**config.mk**
```make
export PLATFORM = sky130hd
export DESIGN_NAME = mc_ctrl
export DESIGN_NICKNAME = d
export VERILOG_FILES = /design/src/rtl/mc_ctrl.sv
export SDC_FILE = /design/constraint.sdc
export NUM_CORES = 1
export LEC_CHECK = 0
export CAP_MARGIN = 20
export CELL_PAD_IN_SITES_DETAIL_PLACEMENT = 2
export CELL_PAD_IN_SITES_GLOBAL_PLACEMENT = 2
export CORE_MARGIN = 3
export CORE_UTILIZATION = 16
export CTS_CLUSTER_DIAMETER = 50
export DETAILED_ROUTE_END_ITERATION = 6
export PLACE_DENSITY_LB_ADDON = 0.1
export SLEW_MARGIN = 15
export SYNTH_ARGS = -nofsm -noshare
export SYNTH_HDL_FRONTEND = slang
export SYNTH_SLANG_ARGS = --single-unit
```
**constraint.sdc**
```tcl
create_clock -name clk -period 2.35 [get_ports clk]
set_input_delay 0.3525 -clock clk [delete_from_list [all_inputs] [get_ports clk]]
set_output_delay 0.3525 -clock clk [all_outputs]
set_load 0.01 [all_outputs]
```
**src/rtl/mc_ctrl.sv**
```systemverilog
// Multi-cycle control FSM for the MIPS core: sequences IF/ID/EXE/MEM/WB/MDW
// and drives every datapath enable and mux select from (state, instr).
module mc_ctrl #(
  parameter logic [2:0] RESET_STATE = 3'd0
) (
  input  logic        clk,
  input  logic        rst,
  input  logic [31:0] instr,
  input  logic        zero,
  input  logic        md_busy,
  output logic [2:0]  state,
  output logic        pc_w,
  output logic [1:0]  pc_sel,
  output logic        ir_w,
  output logic        z_w,
  output logic        z_oe,
  output logic [3:0]  aluc,
  output logic [1:0]  a_sel,
  output logic [1:0]  b_sel,
  output logic        rf_w,
  output logic [1:0]  rf_wa_sel,
  output logic [1:0]  rf_wd_sel,
  output logic        dmem_r,
  output logic        dmem_w,
  output logic        md_start,
  output logic        illegal
);

  localparam logic [2:0] S_IF  = 3'd0;
  localparam logic [2:0] S_ID  = 3'd1;
  localparam logic [2:0] S_EXE = 3'd2;
  localparam logic [2:0] S_MEM = 3'd3;
  localparam logic [2:0] S_WB  = 3'd4;
  localparam logic [2:0] S_MDW = 3'd5;

  logic [2:0] state_q, state_d;
  logic [5:0] op, fn;
  logic r_alu, r_sh, r_shv, i_alu, md;
  logic lw, sw, beq, bne, j, jal, jr, legal;
  logic [3:0] alu_op;
  logic unused_ok;

  assign op = instr[31:26];
  assign fn = instr[5:0];
  assign unused_ok = ^instr[25:6];

  always_comb begin
    r_alu = 1'b0; r_sh = 1'b0; r_shv = 1'b0;
    i_alu = 1'b0; md = 1'b0; jr = 1'b0;
    lw = 1'b0; sw = 1'b0; beq = 1'b0;
    bne = 1'b0; j = 1'b0; jal = 1'b0;
    alu_op = 4'b0000;
    if (op == 6'h00) begin
      case (fn)
        6'h20: begin r_alu = 1'b1; alu_op = 4'b0010; end
        6'h21: begin r_alu = 1'b1; alu_op = 4'b0000; end
        6'h22: begin r_alu = 1'b1; alu_op = 4'b0011; end
        6'h23: begin r_alu = 1'b1; alu_op = 4'b0001; end
        6'h24: begin r_alu = 1'b1; alu_op = 4'b0100; end
        6'h25: begin r_alu = 1'b1; alu_op = 4'b0101; end
        6'h26: begin r_alu = 1'b1; alu_op = 4'b0110; end
        6'h27: begin r_alu = 1'b1; alu_op = 4'b0111; end
        6'h2A: begin r_alu = 1'b1; alu_op = 4'b1011; end
        6'h2B: begin r_alu = 1'b1; alu_op = 4'b1010; end
        6'h00: begin r_sh = 1'b1; alu_op = 4'b1110; end
        6'h02: begin r_sh = 1'b1; alu_op = 4'b1101; end
        6'h03: begin r_sh = 1'b1; alu_op = 4'b1100; end
        6'h04: begin r_shv = 1'b1; alu_op = 4'b1110; end
        6'h06: begin r_shv = 1'b1; alu_op = 4'b1101; end
        6'h07: begin r_shv = 1'b1; alu_op = 4'b1100; end
        6'h08: jr = 1'b1;
        6'h18, 6'h19, 6'h1A, 6'h1B: md = 1'b1;
        default: ;
      endcase
    end else begin
      case (op)
        6'h08: begin i_alu = 1'b1; alu_op = 4'b0010; end
        6'h09: begin i_alu = 1'b1; alu_op = 4'b0000; end
        6'h0A: begin i_alu = 1'b1; alu_op = 4'b1011; end
        6'h0B: begin i_alu = 1'b1; alu_op = 4'b1010; end
        6'h0C: begin i_alu = 1'b1; alu_op = 4'b0100; end
        6'h0D: begin i_alu = 1'b1; alu_op = 4'b0101; end
        6'h0E: begin i_alu = 1'b1; alu_op = 4'b0110; end
        6'h0F: begin i_alu = 1'b1; alu_op = 4'b1000; end
        6'h23: begin lw = 1'b1; alu_op = 4'b0010; end
        6'h2B: begin sw = 1'b1; alu_op = 4'b0010; end
        6'h04: begin beq = 1'b1; alu_op = 4'b0001; end
        6'h05: begin bne = 1'b1; alu_op = 4'b0001; end
        6'h02: j = 1'b1;
        6'h03: jal = 1'b1;
        default: ;
      endcase
    end
  end

  assign legal = r_alu | r_sh | r_shv | i_alu | md | jr |
                 lw | sw | beq | bne | j | jal;

  always_ff @(posedge clk) begin
    if (rst) state_q <= RESET_STATE;
    else     state_q <= state_d;
  end

  always_comb begin
    state_d = S_IF;
    case (state_q)
      S_IF:  state_d = S_ID;
      S_ID: begin
        if (j | jr | ~legal) state_d = S_IF;
        else if (jal)        state_d = S_WB;
        else                 state_d = S_EXE;
      end
      S_EXE: begin
        if (lw | sw)        state_d = S_MEM;
        else if (beq | bne) state_d = S_IF;
        else if (md)        state_d = S_MDW;
        else                state_d = S_WB;
      end
      S_MEM: state_d = lw ? S_WB : S_IF;
      S_WB:  state_d = S_IF;
      S_MDW: state_d = md_busy ? S_MDW : S_IF;
      default: state_d = S_IF;
    endcase
  end

  // Enables are masked by rst so a reset aborts any in-flight write.
  always_comb begin
    pc_w = 1'b0; pc_sel = 2'd0; ir_w = 1'b0;
    z_w = 1'b0; z_oe = 1'b0; aluc = 4'b0000;
    a_sel = 2'd0; b_sel = 2'd0; rf_w = 1'b0;
    rf_wa_sel = 2'd0; rf_wd_sel = 2'd0;
    dmem_r = 1'b0; dmem_w = 1'b0;
    md_start = 1'b0; illegal = 1'b0;
    if (!rst) begin
      case (state_q)
        S_IF: begin
          ir_w = 1'b1;
          pc_w = 1'b1;
        end
        S_ID: begin
          if (j) begin
            pc_sel = 2'd2; pc_w = 1'b1;
          end else if (jr) begin
            pc_sel = 2'd3; pc_w = 1'b1;
          end else if (!legal) begin
            illegal = 1'b1;
          end
        end
        S_EXE: begin
          aluc = alu_op;
          unique case (1'b1)
            r_alu: begin a_sel = 2'd1; b_sel = 2'd1; z_w = 1'b1; end
            r_sh:  begin a_sel = 2'd2; b_sel = 2'd1; z_w = 1'b1; end
            r_shv: begin a_sel = 2'd1; b_sel = 2'd1; z_w = 1'b1; end
            i_alu: begin
              a_sel = 2'd1;
              b_sel = op[2] ? 2'd3 : 2'd2;
              z_w = 1'b1;
            end
            lw, sw: begin a_sel = 2'd1; b_sel = 2'd2; z_w = 1'b1; end
            beq, bne: begin
              a_sel = 2'd1; b_sel = 2'd1;
              if ((beq & zero) | (bne & ~zero)) begin
                pc_sel = 2'd1; pc_w = 1'b1;
              end
            end
            md: md_start = 1'b1;
            default: ;
          endcase
        end
        S_MEM: begin
          z_oe = 1'b1;
          dmem_r = lw;
          dmem_w = sw & ~lw;
        end
        S_WB: begin
          rf_w = 1'b1;
          if (jal) begin
            rf_wa_sel = 2'd2; rf_wd_sel = 2'd2;
            pc_sel = 2'd2; pc_w = 1'b1;
          end else if (lw) begin
            rf_wa_sel = 2'd1; rf_wd_sel = 2'd1;
          end else if (i_alu) begin
            rf_wa_sel = 2'd1; z_oe = 1'b1;
          end else begin
            z_oe = 1'b1;
          end
        end
        default: ;
      endcase
    end
  end

  assign state = state_q;

endmodule

```
==> metrics <==
Post-CTS Hold Fix Bufs 0; width of the chip roughly 80 um; number of instances in the placed design ~300; cell chain of the critical path buf_2, or4_4, buf_6, buf_4, a221o_1, and4b_1, buf_2; hold crit path type reg -> reg; maximum buffer depth of the clock tree 2; Die Y-Extent about 82 um; dominant combinational cell family by area after synthesis simple AND/OR/NAND/NOR gates; Static Leak ~0.00087 uW; count of nets left with antenna violations after detail routing 0; detail-routed net length per standard cell 16.9 um; net count after synthesis 188; initial detailed-routing violation count 25; cell mode on critical path sky130_fd_sc_hd__buf_2; worst setup slack after layout 0.0611 ns; share of flip-flops with an asynchronous set or reset after synthesis 0%; fraction of layout cells with a size suffix above 1 approximately 44%; end of the worst register-to-register path state[2]; required arrival time at the worst endpoint roughly 2.0 ns; reg2reg start state[0]; # IOs 62; Slowest cell on crit path sky130_fd_sc_hd__or4_4; overall power of the completed layout between 400 and 500 uW; kind of critical path in -> out; clock transition at the register clock pins on the worst setup and hold paths after CTS 0.03 ns; final estimated routing congestion in global placement around 0.80; total number of clock tree sinks 3; highest ir drop seen on vdd about 0.25 mV; TritonCTS clock tree built; Power Dens Cells around 220 nW/um2; switching share of power roughly a third; type of element capturing the critical path output port; antenna diode count 0; Tmin final roughly 2.3 ns; area of the die roughly 6700 um2; detailed-route vias per instance approximately 4.7; Rel. slew slack about three fifths; switching power summed over all nets about 150 uW; initial standard-cell utilization of the core 17.2%; final net count between 200 and 300; cell count of the worst hold path 2; setup violation total in the final timing report 0; Global Route Usage Sum between 10% and 20%; slack of the worst reg-to-reg path about 0.86 ns; detailed placer's ending HPWL roughly 4.0 mm; Num CTS Buffers 3; synthesized-area fraction occupied by ao, oa, aoi and oai cells 29.3%; cell chosen for the clock root sky130_fd_sc_hd__clkbuf_8; global-route wire length before repair roughly 8.5 mm; share of cell area taken by muxes after synthesis 0%; Max Clock Freq about 440 MHz; sequential share of the synthesized area about 6.6%; Endpoint, Worst Hold state[2]; placeable core region 5300 um2; part of the power in combinational logic between 50% and 60%; number of enable-type register cells in the synthesized netlist 0; Std-Cell Rows 26; Final Hold Fails 0; port buffer count 41; xor/xnor share of the synthesized area 0.958%; count of distinct cell types in the synthesized netlist 42; result of the run finished, final reports clean; Post-Synthesis Cells around 150; DRC Markers 0; worst setup slack before clock tree synthesis -0.687 ns; RSZ-0062 raised after global routing false; number of global-route vias before repair 1,662; Yosys reg bits 3; Data arrival, critical path just under 2 ns; total iterations of the first detailed-routing run 4; actual transition at the worst max-transition pin around 0.60 ns; clock latency reported for the late side of the worst-skew pair about 0.22 ns; area added between synthesis and finish 110%; fin cells 315; # fillers about 640; final max-slew violation count 0; Clk pwr share between 30% and 40%; period utilization between 90% and 100%; number of H-tree levels 1; critical path's largest stage delay around 0.55 ns; max-cap viol count 0; design internal power 282 uW; predominant post-synthesis flop cell sky130_fd_sc_hd__dfxtp_1; maximum fanout along the worst path 3; total negative setup slack 0 ns; routed wire length 5.31 mm; post-synthesis share of cell area spent on full adders, half adders and majority gates 0%; share of total power in sequential cells 13.4%; Synth Cell Area around 910 um2; type of element launching the critical path primary input; share of synthesized cell area in and, or, nand and nor gates 51.3%; Post-Route Skew between 0.0009 and 0.001 ns; antenna violations before repair 0; worst min-delay path startpoint state[0]; worst-case reg-to-reg path depth 4; number of warnings reported in the yosys synthesis log 0; flip-flop count of the largest register after layout 3; grt total ovfl 0; pin count of the biggest net entering global routing 14; post-layout utilization of the core ~36%; average footprint of a synthesized cell 6.02 um2; total number of vias between 1,000 and 1,500
-- how the worst max path moves through the flow --
stage	startpoint	to	slack, ns	cells after the start
3_5_place_dp	instr[29]	aluc[2]	-0.69	6
6_report	instr[31]	illegal	0.06	7
3_3_place_gp	instr[29]	aluc[2]	-0.69	6
4_1_cts	instr[2]	pc_w	-0.08	8
5_1_grt	instr[31]	pc_sel[0]	0.008	5
2_1_floorplan	instr[30]	aluc[2]	0.07	6
-- repair_timing --
item / CTS / global route
setup endpoints to repair: 22 / 13
setup buffers: 13 / 2
hold endpoints to repair: 0 / 0
gates resized for setup: 94 / 21
pin swaps: 15 / 11
-- per-stage QoR --
| step | cell area [um2] | hold WS (ns) |
|---|---|---|
| 3_3_place_gp | 1720 | 0.581 |
| 6_report | 1920 | 0.616 |
| 2_1_floorplan | 915 | 0.520 |
| 5_1_grt | 1920 | 0.646 |
| 3_5_place_dp | 1720 | 0.574 |
| 4_1_cts | 1900 | 0.627 |
-- area by class of cell --
type                       count  area [um2]  share of cell area, %
multi-input combinational    126         858                   44.6
timing repair buffer         106         850                   44.1
tap                           70        87.6                   4.55
sequential                     3        61.3                   3.19
clock buffer                   4        45.0                   2.34
inverter                       6        22.5                   1.17
-- per-layer routing --
layer	routed length, um	global-route usage [%]	vias up
li1	-	-	743
met1	2440	20.8	699
met2	2710	30.1	24
met3	147	1.43	2
met4	10	2.33	0
met5	0	0	-
-- cells in the final DEF (no fill, tap or decap), types with 4 or more instances in the layout --
cell,n
sky130_fd_sc_hd__clkbuf_2,4
sky130_fd_sc_hd__a21oi_1,14
sky130_fd_sc_hd__o21ai_0,4
sky130_fd_sc_hd__clkdlybuf4s50_1,8
sky130_fd_sc_hd__dlygate4sd2_1,12
sky130_fd_sc_hd__nor3_1,10
sky130_fd_sc_hd__nand3b_1,5
sky130_fd_sc_hd__clkdlybuf4s15_1,4
sky130_fd_sc_hd__buf_6,5
sky130_fd_sc_hd__inv_1,6
sky130_fd_sc_hd__nand2b_1,4
sky130_fd_sc_hd__a31oi_1,5
sky130_fd_sc_hd__buf_4,61
sky130_fd_sc_hd__buf_2,9
sky130_fd_sc_hd__nand3_1,6
sky130_fd_sc_hd__nand2_1,8
sky130_fd_sc_hd__nor2_1,15
sky130_fd_sc_hd__o21a_1,4
-- power groups by stage --
stage	Sequential [uW]	Combinational, uW	Clock [uW]
2_1_floorplan	56.6	86.4	0
5_1_grt	58.3	243	159
3_3_place_gp	57.4	195	0
3_5_place_dp	57.5	203	0
6_report	57.7	222	153
4_1_cts	57.7	215	156
-- cell families (layout without fill, tap and decap cells) --
family                 count (synthesis)  after routing
buffers and inverters                 23            116
AO/OA/AOI/OAI                         44             44
flip-flops                             3              3
AND/OR/NAND/NOR                       81             81
XOR/XNOR                               1              1
-- Yosys cell counts (4+ instances only) --
library cell | number | area [um2]
sky130_fd_sc_hd__a21oi_1 | 17 | 85.1
sky130_fd_sc_hd__inv_1 | 6 | 22.5
sky130_fd_sc_hd__nand2b_1 | 5 | 31.3
sky130_fd_sc_hd__nor3_1 | 11 | 55.1
sky130_fd_sc_hd__nand3b_1 | 5 | 37.5
sky130_fd_sc_hd__clkbuf_1 | 11 | 41.3
sky130_fd_sc_hd__o21a_1 | 4 | 30.0
sky130_fd_sc_hd__nand3_1 | 6 | 30.0
sky130_fd_sc_hd__nor2_1 | 18 | 67.6
sky130_fd_sc_hd__nor4_1 | 4 | 25.0
sky130_fd_sc_hd__o21ai_0 | 9 | 45.0
sky130_fd_sc_hd__nand2_1 | 9 | 33.8
sky130_fd_sc_hd__a31oi_1 | 5 | 31.3
-- critical path: cells and delay by family --
kind / cells / cell delay (ns)
compound gates: 1 / 0.29
buf+inv: 4 / 0.53
simple gates: 2 / 0.77
(Power assumes the default switching activity.)
